===== src/rtl/adder_tree_csa_pipe.sv =====
// adder_tree_csa_pipe: pipelined 3:2 carry-save adder tree with valid/ready flow control.
// Define ADDER_TREE_ACC_EN to add a per-frame accumulator after the final adder.
module adder_tree_csa_pipe #(
    parameter int I_DATA_W  = 3,
    parameter int I_DATA_N  = 22,
    parameter int SIGNED    = 0,
    parameter int ACC_EXT_W = 8,
`ifdef ADDER_TREE_ACC_EN
    localparam bit ACC_EN   = 1'b1,
`else
    localparam bit ACC_EN   = 1'b0,
`endif
    localparam int O_DATA_W = I_DATA_W + $clog2(I_DATA_N),
    localparam int OUT_W    = O_DATA_W + (ACC_EN ? ACC_EXT_W : 0)
) (
    input  logic                                 clk,
    input  logic                                 rst,
    input  logic                                 i_valid,
    output logic                                 o_ready,
    input  logic [0:I_DATA_N-1][I_DATA_W-1:0]    i_data,
    input  logic                                 i_last,
    output logic                                 o_valid,
    input  logic                                 i_ready,
    output logic [OUT_W-1:0]                     o_data,
    output logic                                 o_last
);
    function automatic int level_cnt(input int k);
        int n = I_DATA_N;
        for (int s = 0; s < k; s++) n = 2 * (n / 3) + n % 3;
        return n;
    endfunction
    function automatic int stage_cnt();
        int n = I_DATA_N;
        int s = 0;
        while (n > 2) begin
            n = 2 * (n / 3) + n % 3;
            s++;
        end
        return s;
    endfunction
    localparam int STAGES_N = stage_cnt();
    localparam int LATENCY  = STAGES_N + 1;
    logic                stall;
    logic [LATENCY-1:0]  vld, lst;
    logic [O_DATA_W-1:0] sum;
    assign stall   = o_valid & ~i_ready;
    assign o_ready = ~stall;
    always_ff @(posedge clk)
        if (rst) begin
            vld <= '0;
            lst <= '0;
        end else if (!stall) begin
            vld[0] <= i_valid;
            lst[0] <= i_valid & i_last;
            for (int i = 1; i < LATENCY; i++) begin
                vld[i] <= vld[i-1];
                lst[i] <= lst[i-1];
            end
        end
    // Level 0 is the combinational width extension; levels 1..STAGES_N are registered CSA rows.
    for (genvar k = 0; k <= STAGES_N; k++) begin : lv
        localparam int CNT = level_cnt(k);
        logic [O_DATA_W-1:0] ops [CNT];
        if (k == 0) begin : g_ext
            for (genvar i = 0; i < CNT; i++) begin : g_w
                assign ops[i] = {{(O_DATA_W-I_DATA_W){SIGNED != 0 && i_data[i][I_DATA_W-1]}}, i_data[i]};
            end
        end else begin : g_csa
            localparam int PREV = level_cnt(k - 1);
            localparam int GRP  = PREV / 3;
            always_ff @(posedge clk)
                if (!stall) begin
                    for (int i = 0; i < GRP; i++) begin
                        ops[2*i]   <= lv[k-1].ops[3*i] ^ lv[k-1].ops[3*i+1] ^ lv[k-1].ops[3*i+2];
                        ops[2*i+1] <= ((lv[k-1].ops[3*i] & lv[k-1].ops[3*i+1]) |
                                       (lv[k-1].ops[3*i] & lv[k-1].ops[3*i+2]) |
                                       (lv[k-1].ops[3*i+1] & lv[k-1].ops[3*i+2])) << 1;
                    end
                    for (int j = 0; j < PREV % 3; j++) ops[2*GRP+j] <= lv[k-1].ops[3*GRP+j];
                end
        end
    end
    always_ff @(posedge clk)
        if (rst) sum <= '0;
        else if (!stall) sum <= lv[STAGES_N].ops[0] + lv[STAGES_N].ops[1];
`ifdef ADDER_TREE_ACC_EN
    logic [OUT_W-1:0] acc;
    logic             first, acc_vld;
    always_ff @(posedge clk)
        if (rst) begin
            acc     <= '0;
            first   <= 1'b1;
            acc_vld <= 1'b0;
        end else if (!stall) begin
            acc_vld <= vld[LATENCY-1] & lst[LATENCY-1];
            if (vld[LATENCY-1]) begin
                acc   <= (first ? '0 : acc) + {{ACC_EXT_W{SIGNED != 0 && sum[O_DATA_W-1]}}, sum};
                first <= lst[LATENCY-1];
            end
        end
    assign o_data  = acc;
    assign o_valid = acc_vld;
    assign o_last  = acc_vld;
`else
    assign o_data  = sum;
    assign o_valid = vld[LATENCY-1];
    assign o_last  = lst[LATENCY-1];
`endif
endmodule

===== config.mk =====
export PLATFORM = sky130hd
export DESIGN_NAME = adder_tree_csa_pipe
export DESIGN_NICKNAME = d
export VERILOG_FILES = /design/src/rtl/adder_tree_csa_pipe.sv
export SDC_FILE = /design/constraint.sdc
export NUM_CORES = 1
export LEC_CHECK = 0
export ABC_CLOCK_PERIOD_IN_PS = 3050
export BUFFER_PORTS_ARGS = -buffer_cell sky130_fd_sc_hd__buf_2
export CORE_ASPECT_RATIO = 1.5
export CORE_MARGIN = 2
export CORE_UTILIZATION = 50
export DETAILED_ROUTE_END_ITERATION = 8
export PLACE_DENSITY = 0.72
export SLEW_MARGIN = 20
export SYNTH_ARGS = -nofsm -noshare
export SYNTH_HDL_FRONTEND = slang
export SYNTH_SLANG_ARGS = --single-unit

===== constraint.sdc =====
create_clock -name clk -period 3.05 [get_ports clk]
set_clock_uncertainty 0.2 [all_clocks]
set_input_delay 0 -clock clk [delete_from_list [all_inputs] [get_ports clk]]
set_output_delay 0 -clock clk [all_outputs]
set_load 0.02 [all_outputs]

==> results of run 1 <==
[power breakdown]
part | internal, mW | switching, mW | total, mW
Combinational | 0.556 | 0.464 | 1.02
Clock | 1.31 | 0.992 | 2.31
Sequential | 3.90 | 0.326 | 4.22
[cell type report]
cell class,count,area [um2]
Clock buffer,18,429
Inverter,4,20.0
Clock inverter,13,181
Sequential cell,198,5710
Tap cell,199,249
Fill cell,970,5170
Timing Repair Buffer,179,1400
Multi-Input combinational cell,158,1770
[registers in the layout, indices dropped and copies added, names as in the netlist]
signal / cells
vld: 8
o_data: 8
lst: 8
lv.ops: 174
[how the worst min path moves through the flow]
stage	from	to	slack, ns	cells past startpoint
after detailed placement	i_data[2]	lv[1].ops[1][26]	-0.02	1
after global placement	i_data[0]	lv[1].ops[1][24]	-0.02	1
after global routing	i_data[2]	lv[1].ops[1][26]	0.07	2
after CTS	i_data[2]	lv[1].ops[1][26]	0.05	2
final	i_data[2]	lv[1].ops[1][26]	0.07	2
after floorplan	i_data[0]	lv[1].ops[1][24]	-0.10	0
[logic make-up (layout without fill, tap and decap cells)]
| logic type | Yosys count | after routing | share of synthesized area (%) |
|---|---|---|---|
| simple gates | 55 | 55 | 3.35 |
| fa+ha+maj | 77 | 77 | 18.3 |
| flops | 198 | 198 | 75.7 |
| compound gates | 25 | 25 | 1.79 |
| mux | 1 | 1 | 0.133 |
| buf+inv | 12 | 214 | 0.764 |
[metal layers]
| layer | wire [um] | part of all wire (%) | global-route usage (%) |
|---|---|---|---|
| met1 | 4410 | 36 | 16.8 |
| met2 | 6990 | 58 | 30.4 |
| met3 | 453 | 3.7 | 4.00 |
| met4 | 269 | 2.2 | 7.66 |
| met5 | 0 | 0 | 0 |
[cell usage in the layout (no fill, tap or decap), drive strengths merged, types with 2 or more instances in the layout]
master	n
a21oi	21
buf	84
bufinv	3
clkbuf	18
clkinv	2
dfxtp	24
dlygate4sd3	95
edfxtp	174
fa	55
ha	22
inv	11
nand2	36
nand3	2
nand3b	3
nor2	5
nor2b	3
nor3	2
[what timing repair did]
item | 4_1_cts | 5_1_grt
endpoints found under the hold margin | 69 | 0
buffers inserted | 0 | 0
hold buffers | 95 | 0
[metrics by stage]
stage | power, mW | hold slack (ns) | utilization, % | instance area, um2 | cells
after floorplan | 4.72 | -0.101 | - | 7540 | 368
after global placement | 5.04 | -0.0188 | 54.9 | 8200 | 643
after detailed placement | 5.17 | -0.0219 | 54.9 | 8200 | 643
after CTS | 7.62 | 0.0506 | 65.4 | 9760 | 769
after global routing | 7.96 | 0.0660 | 65.4 | 9760 | 769
final | 7.55 | 0.0716 | 65.4 | 9760 | 769
==> impl_results.md, run 1 <==
- CTS tree: yes
- Number of cell rows: 55
- Synth top cells by count: edfxtp_1 (174), fa_1 (55), nand2_1 (36), dfxtp_1 (24), ha_1 (22)
- Max frequency: 0.391 GHz
- Grt ovf: 0
- Final #Nets: 706
- Crit path kind: reg -> reg
- Post-synth EDFFs: 174
- Critical R2R Launch: vld[7]
- RSZ-0062 raised after global routing: no
- Antenna Cells: 0
- 1st-pass router iterations: 4
- Avg Inst Size Synth: 20.5 um2
- DR vias/cell: 4.83
- Synthesized net count: 516
- Detailed Route WL: 12100 um
- Final setup vio count: 0
- Cell area after synthesis: 7540 um2
- Worst setup SP type: flip-flop
- Hold Path Class: in -> reg
- Die Height: 154 um
- RD Place Congestion: 0.712
- Clock sinks: 198
- Global-route wire length before repair: 19400 um
- Top cell type's share of synthesized area: 69.3%
- Layout area overhead: 29.5%
- Clock latency at the later pin of the worst-skew pair: 0.43 ns
- Critical-path cell list: nor2b_4 -> inv_6 -> nand3_1 -> dlygate4sd3_1 -> a21oi_1 -> dlygate4sd3_1
- Final WS setup: 0.494 ns
- Critical path fanouts, max: 73
- Synth async-reset ratio: 0%
- Worst Setup EP: lst[0]
- Initial antenna violation count: 0
- Reg-to-reg slack, setup: 0.49 ns
- Largest net degree at the start of global routing: 74
- Initial DRC count: 197
- Final setup TNS: 0 ns
- Total power divided by cell area: 773 nW/um2
- Final period utilization: 83.8%
- Slowest-stage cell, CP: dlygate4sd3_1
- DIE AREA: 16100 um2
- Peak supply drop: 0.000440 V
- Layout cells sized above 1: 20.5%
- Synth area leaders: edfxtp_1 (69%), fa_1 (15%), dfxtp_1 (6.4%)
- CTS Buf Count: 17
- Max-cap violation count: 0
- DRC Markers: 0
- CP startpoint: vld[7]
- Vias in the first global route: 4138
- P_leak: 3.86 nW
- Final hold vios: 0
- CP top delay family: buffers and inverters
- CP most frequent cell: dlygate4sd3_1
- IO Pins: 82
- Core Box Area: 14900 um2
- Crit path DAT: 2.73 ns
- Reg2Reg Capture Point: lst[0]
- Crit. path cell count: 6
- Initial Utilization: 50.5%
- Slew margin rel.: 58.8%
- Minimum clock period: 2.56 ns
- Worst setup EP type: flip-flop
- Dpl hpwl: 6230 um
- Pins Over Slew Limit: 0
- Place WS: 1.16 ns
- Cells after synthesis: 368
- Clock transition at path regs: 0.07 ns
- Routed length per placed instance: 15.8 um
- Largest stage delay, worst path: 0.58 ns
- Via count: 3718
- Clk buf depth: 2
- Post-DRT Antenna Nets: 0
- Buf/Inv on CP: 3
- Prevailing post-synth register cell: edfxtp_1
- Total global-route track usage: 16.2%
- Status: complete, no violations
- Clock root cell: clkbuf_16
- CP required: 3.22 ns
- YS warnings: 0
- Worst Tran Pin Value: 0.618 ns
- Port bufs: 81
- Cell taking the most area after synthesis: edfxtp_1
- Htree depth: 4
- Count of cell types in the netlist: 26
- Reg2reg path depth: 6
- Most frequent cell after synthesis: edfxtp_1
- CTS resizes: 0
- Sequential fraction of the synthesis area: 75.7%
- Die Wd: 104 um
- Yosys reg bits: 198
Power figures use the tool's default switching activity.
==> inputs of run 2 (changes only) <==
- ABC_CLOCK_PERIOD_IN_PS: 3050 -> 2650
- PLACE_DENSITY: 0.72 -> 0.7
- clock period: 3.05 -> 2.65 ns (I/O delays scaled with it)
==> run 2 against run 1 <==
Against the previous run: non-clock buffer count increased by 2; largest power group unchanged; sequential cell count stayed put; die area unchanged; register-to-register slack got worse by 0.06 ns; clock power is 14% higher.
==> impl_results.md, run 2 (synthesized netlist as in run 1, its figures left out) <==
- Filler cells: 989
- 1st-pass router iterations: 4
- Largest net degree at the start of global routing: 57
- Reg-to-reg slack, setup: 0.43 ns
- CTS Buf Count: 17
- CTS resizes: 0
- Layout cells sized above 1: 21.3%
- DR vias/cell: 4.76
- Crit path kind: reg -> reg
- Peak supply drop: 0.000493 V
- Initial Utilization: 50.5%
- Total global-route track usage: 15.4%
- Routed length per placed instance: 14.7 um
- Critical path fanouts, max: 56
- Htree depth: 4
- Initial antenna violation count: 0
- Commonest non-fill, non-tap cells in the layout: edfxtp_1 (174), dlygate4sd3_1 (94), buf_2 (81), fa_1 (55), nand2_1 (36)
- Via count: 3672
- Most common cell after layout, fill and taps aside: edfxtp_1
- Worst setup SP type: flip-flop
- Clock sinks: 198
- Dpl hpwl: 6500 um
- Minimum clock period: 2.22 ns
- Final setup TNS: 0 ns
- RSZ-0062 raised after global routing: no
- Setup Fix Bufs, Post-CTS: 0
- Initial DRC count: 182
- CTS tree: yes
- IO Pins: 82
- Max reg flops: 174
- Layout area overhead: 30.1%
- Post-DRT Antenna Nets: 0
- Grt ovf: 0
- Post-route cell area: 9810 um2
- Die Wd: 104 um
- Status: complete, no violations
- RD Place Congestion: 0.729
- CP required: 2.82 ns
- P_leak: 3.88 nW
- Pins Over Slew Limit: 0
- Port bufs: 81
- Final Power: 8.64 mW
- Final setup vio count: 0
- Detailed Route WL: 11300 um
- Final hold vios: 0
- Antenna Cells: 0
- DIE AREA: 16100 um2
- Max-cap violation count: 0
- Core Box Area: 14900 um2
- Vias in the first global route: 4136
- Worst setup EP type: flip-flop
- Largest Register: lv.ops
- Total power divided by cell area: 881 nW/um2
- Clock transition at path regs: 0.08 ns
- Clock latency at the later pin of the worst-skew pair: 0.44 ns
- Crit path DAT: 2.39 ns
- Number of placed cells counting well taps: 646
- Worst Tran Pin Value: 0.538 ns
- Hold Path Class: in -> reg
- Slew margin rel.: 64.2%
- Clock root cell: clkbuf_16
- Number of cell rows: 55
- Max frequency: 0.451 GHz
- Global-route wire length before repair: 18700 um
- Die Height: 154 um
- Final #Nets: 708
- Area after DPL: 8240 um2
- Clk buf depth: 2
- Final period utilization: 83.6%
- Post-route insts no fill: 772
- DRC Markers: 0
==> run 2: changes by cell type in the layout (fill, tap and decap cells not counted), sizes merged <==
| cell | previous run | this run |
|---|---|---|
| dlygate4sd3 | 95 | 94 |
| clkinvlp | 1 | 0 |
| buf | 84 | 87 |
| inv | 11 | 10 |
| clkinv | 2 | 8 |
| bufinv | 3 | 1 |
| clkbuf | 18 | 17 |
==> run 2: critical path: stages, from the launching register on <==
cell and delay [ns]:
dfxtp_1 0.32, nor2b_4 0.14, inv_6 0.38, buf_12 0.27
nand3_1 0.11, a21oi_1 0.16, dlygate4sd3_1 0.56
==> run 2: final timing paths <==
kind	from	to	cells past startpoint
min	i_data[2]	lv[1].ops[1][26]	2
max	vld[7]	lst[0]	6
min reg2reg	lv[6].ops[0][14]	lv[7].ops[0][6]	0
max reg2reg	vld[7]	lst[0]	6
==> run 2: what timing repair did <==
action	4_1_cts	5_1_grt
hold endpoints to repair	69	0
hold buffers	94	0
endpoints found under the setup margin	0	0
==> run 2: layer usage <==
layer | global-route usage [%] | part of all wire [%] | vias up
met5 | 0 | 0 | -
met4 | 5.79 | 1.3 | 0
met3 | 4.17 | 3.5 | 15
met2 | 29.8 | 59 | 84
met1 | 15.5 | 36 | 1838
li1 | - | - | 1735
==> run 2: stage by stage <==
stage                     utilization [%]  hold slack (ns)  worst slack (ns)
after floorplan                         -           -0.101            0.0642
after CTS                            65.7           0.0557             0.438
final                                65.7           0.0733             0.434
after global routing                 65.7           0.0609             0.299
after global placement               55.2          -0.0205             0.958
after detailed placement             55.2          -0.0193             0.932
==> run 2: where the power goes <==
group          switching, mW  total, mW  internal (mW)
Combinational          0.523       1.16          0.634
Clock                   1.25       2.63           1.37
Sequential             0.372       4.86           4.48
==> run 2: layout make-up <==
class                      count  area (um2)  area share (%)
timing repair buffer         181        1430            14.6
sequential                   198        5710            58.2
multi-input combinational    158        1770            18.1
inverter                       4        20.0           0.204
clock buffer                  17         425            4.34
clock inverter                15         205            2.09
tap                          199         249            2.54
==> inputs of run 3 (changes only) <==
- ABC_CLOCK_PERIOD_IN_PS: 2650 -> 2050
- clock period: 2.65 -> 2.05 ns (I/O delays scaled with it)
==> run 3 against run 2 <==
Against the previous run: sequential share of layout area up 0.15 points; sequential power up 29%; clock power up 24%; first-iteration DRC count down 16%; combinational power up 28%; critical endpoint is now o_ready; largest cell class unchanged.
==> impl_results.md, run 3 (synthesized netlist as in run 1, its figures left out) <==
- Htree depth: 4
- CTS resizes: 0
- DIE AREA: 16100 um2
- Place WS: 0.279 ns
- Global-route wire length before repair: 18600 um
- DR vias/cell: 4.78
- CP required: 1.85 ns
- Reg2reg path depth: 7
- Dpl hpwl: 6560 um
- Initial Utilization: 50.5%
- Slowest-stage cell, CP: dfxtp_1
- Pins Over Slew Limit: 0
- IO Pins: 82
- Final setup vio count: 0
- Layout Utilization: 65.5%
- Grt ovf: 0
- Reg-to-reg slack, setup: 0.27 ns
- Total global-route track usage: 15.2%
- Critical path fanouts, max: 40
- Detailed Route WL: 11100 um
- CTS Hold Bufs: 91
- Total power divided by cell area: 1130 nW/um2
- Crit path kind: reg -> out
- Area after DPL: 8280 um2
- RSZ-0062 raised after global routing: no
- Post-route insts no fill: 769
- Minimum clock period: 1.87 ns
- Crit path DAT: 1.67 ns
- 1st-pass router iterations: 4
- Largest net degree at the start of global routing: 41
- Max frequency: 0.534 GHz
- Worst Tran Pin Value: 0.445 ns
- DRC Markers: 0
- Die Height: 154 um
- Hold Path Class: in -> reg
- Antenna Cells: 0
- CTS tree: yes
- Clock latency at the later pin of the worst-skew pair: 0.42 ns
- Filler cells: 984
- Largest Register: lv.ops
- Largest stage delay, worst path: 0.31 ns
- Layout area overhead: 29.8%
- CTS Buf Count: 17
- Setup Fix Bufs, Post-CTS: 0
- Die Wd: 104 um
- Worst setup EP type: output port
- Initial DRC count: 153
- Multi-input gate area: 1770 um2
- Buf/Inv on CP: 3
- Final Power: 11.0 mW
- Final hold vios: 0
- Via count: 3673
- Final setup TNS: 0 ns
- Final WS setup: 0.177 ns
- Peak supply drop: 0.000726 V
- P_leak: 3.87 nW
- Final Hold Slack: 0.0825 ns
- Worst Hold Depth: 2
- Max reg flops: 174
- Max-cap violation count: 0
- Crit. path cell count: 4
- Port bufs: 81
- Vias in the first global route: 4093
- RD Place Congestion: 0.755
- Routed length per placed instance: 14.4 um
- Slew margin rel.: 70.4%
- Clock transition at path regs: 0.07 ns
- Post-route cell area: 9780 um2
- Layout cells sized above 1: 21.4%
- Commonest non-fill, non-tap cells in the layout: edfxtp_1 (174), dlygate4sd3_1 (91), buf_2 (81), fa_1 (55), nand2_1 (36)
- Core Box Area: 14900 um2
- CP top delay family: buffers and inverters
- Clk buf depth: 2
- Worst setup SP type: flip-flop
- Clock root cell: clkbuf_16
- Storage cell area: 5710 um2
- Status: complete, no violations
- Initial antenna violation count: 0
- Final period utilization: 91.4%
- Clock sinks: 198
- Number of cell rows: 55
- Critical-path cell list: nor2b_4 -> inv_6 -> buf_12 -> buf_2
- Post-DRT Antenna Nets: 0
- Final #Nets: 706
- Most common cell after layout, fill and taps aside: edfxtp_1
- Number of placed cells counting well taps: 647
-- run 3: changes by cell type in the layout (fill, tap and decap cells not counted) --
cell,previous run,this run
buf_4,3,1
clkinvlp_4,0,2
inv_6,4,2
clkinv_8,6,2
buf_12,3,6
dlygate4sd3_1,94,91
inv_8,3,5
clkinv_2,0,1
-- run 3: final cells by class --
cell class / instances / area share, %
timing repair buffer: 179 / 14.8
sequential: 198 / 58.3
inverter: 4 / 0.205
clock inverter: 14 / 1.69
clock buffer: 17 / 4.35
tap: 199 / 2.55
multi-input combinational: 158 / 18.1
-- run 3: worst reg2reg max path, stage by stage, from the launching register on --
cell and delay [ns]:
edfxtp_1 0.33, ha_1 0.17, inv_1 0.06, fa_1 0.37, nor2b_1 0.18, o22ai_1 0.12, mux2i_1 0.16, nand2_1 0.07
-- run 3: report_power, final --
group / internal [mW] / leakage (nW) / switching (mW)
clock: 1.73 / 0.285 / 1.51
sequential: 5.80 / 2.08 / 0.483
combinational: 0.811 / 1.51 / 0.683
total: 8.34 / 3.87 / 2.68
-- run 3: routing by layer --
metal | wire (um) | GRT usage (%)
met2 | 6510 | 29.2
met4 | 178 | 5.98
met1 | 3990 | 15.3
met3 | 427 | 4.26
met5 | 0 | 0
-- run 3: path summary, 6_finish.rpt --
kind,endpoint,from
min,lv[1].ops[1][25],i_data[1]
max,o_ready,vld[7]
max reg2reg,o_data[6],lv[7].ops[0][2]
min reg2reg,lv[6].ops[0][18],lv[5].ops[3][2]
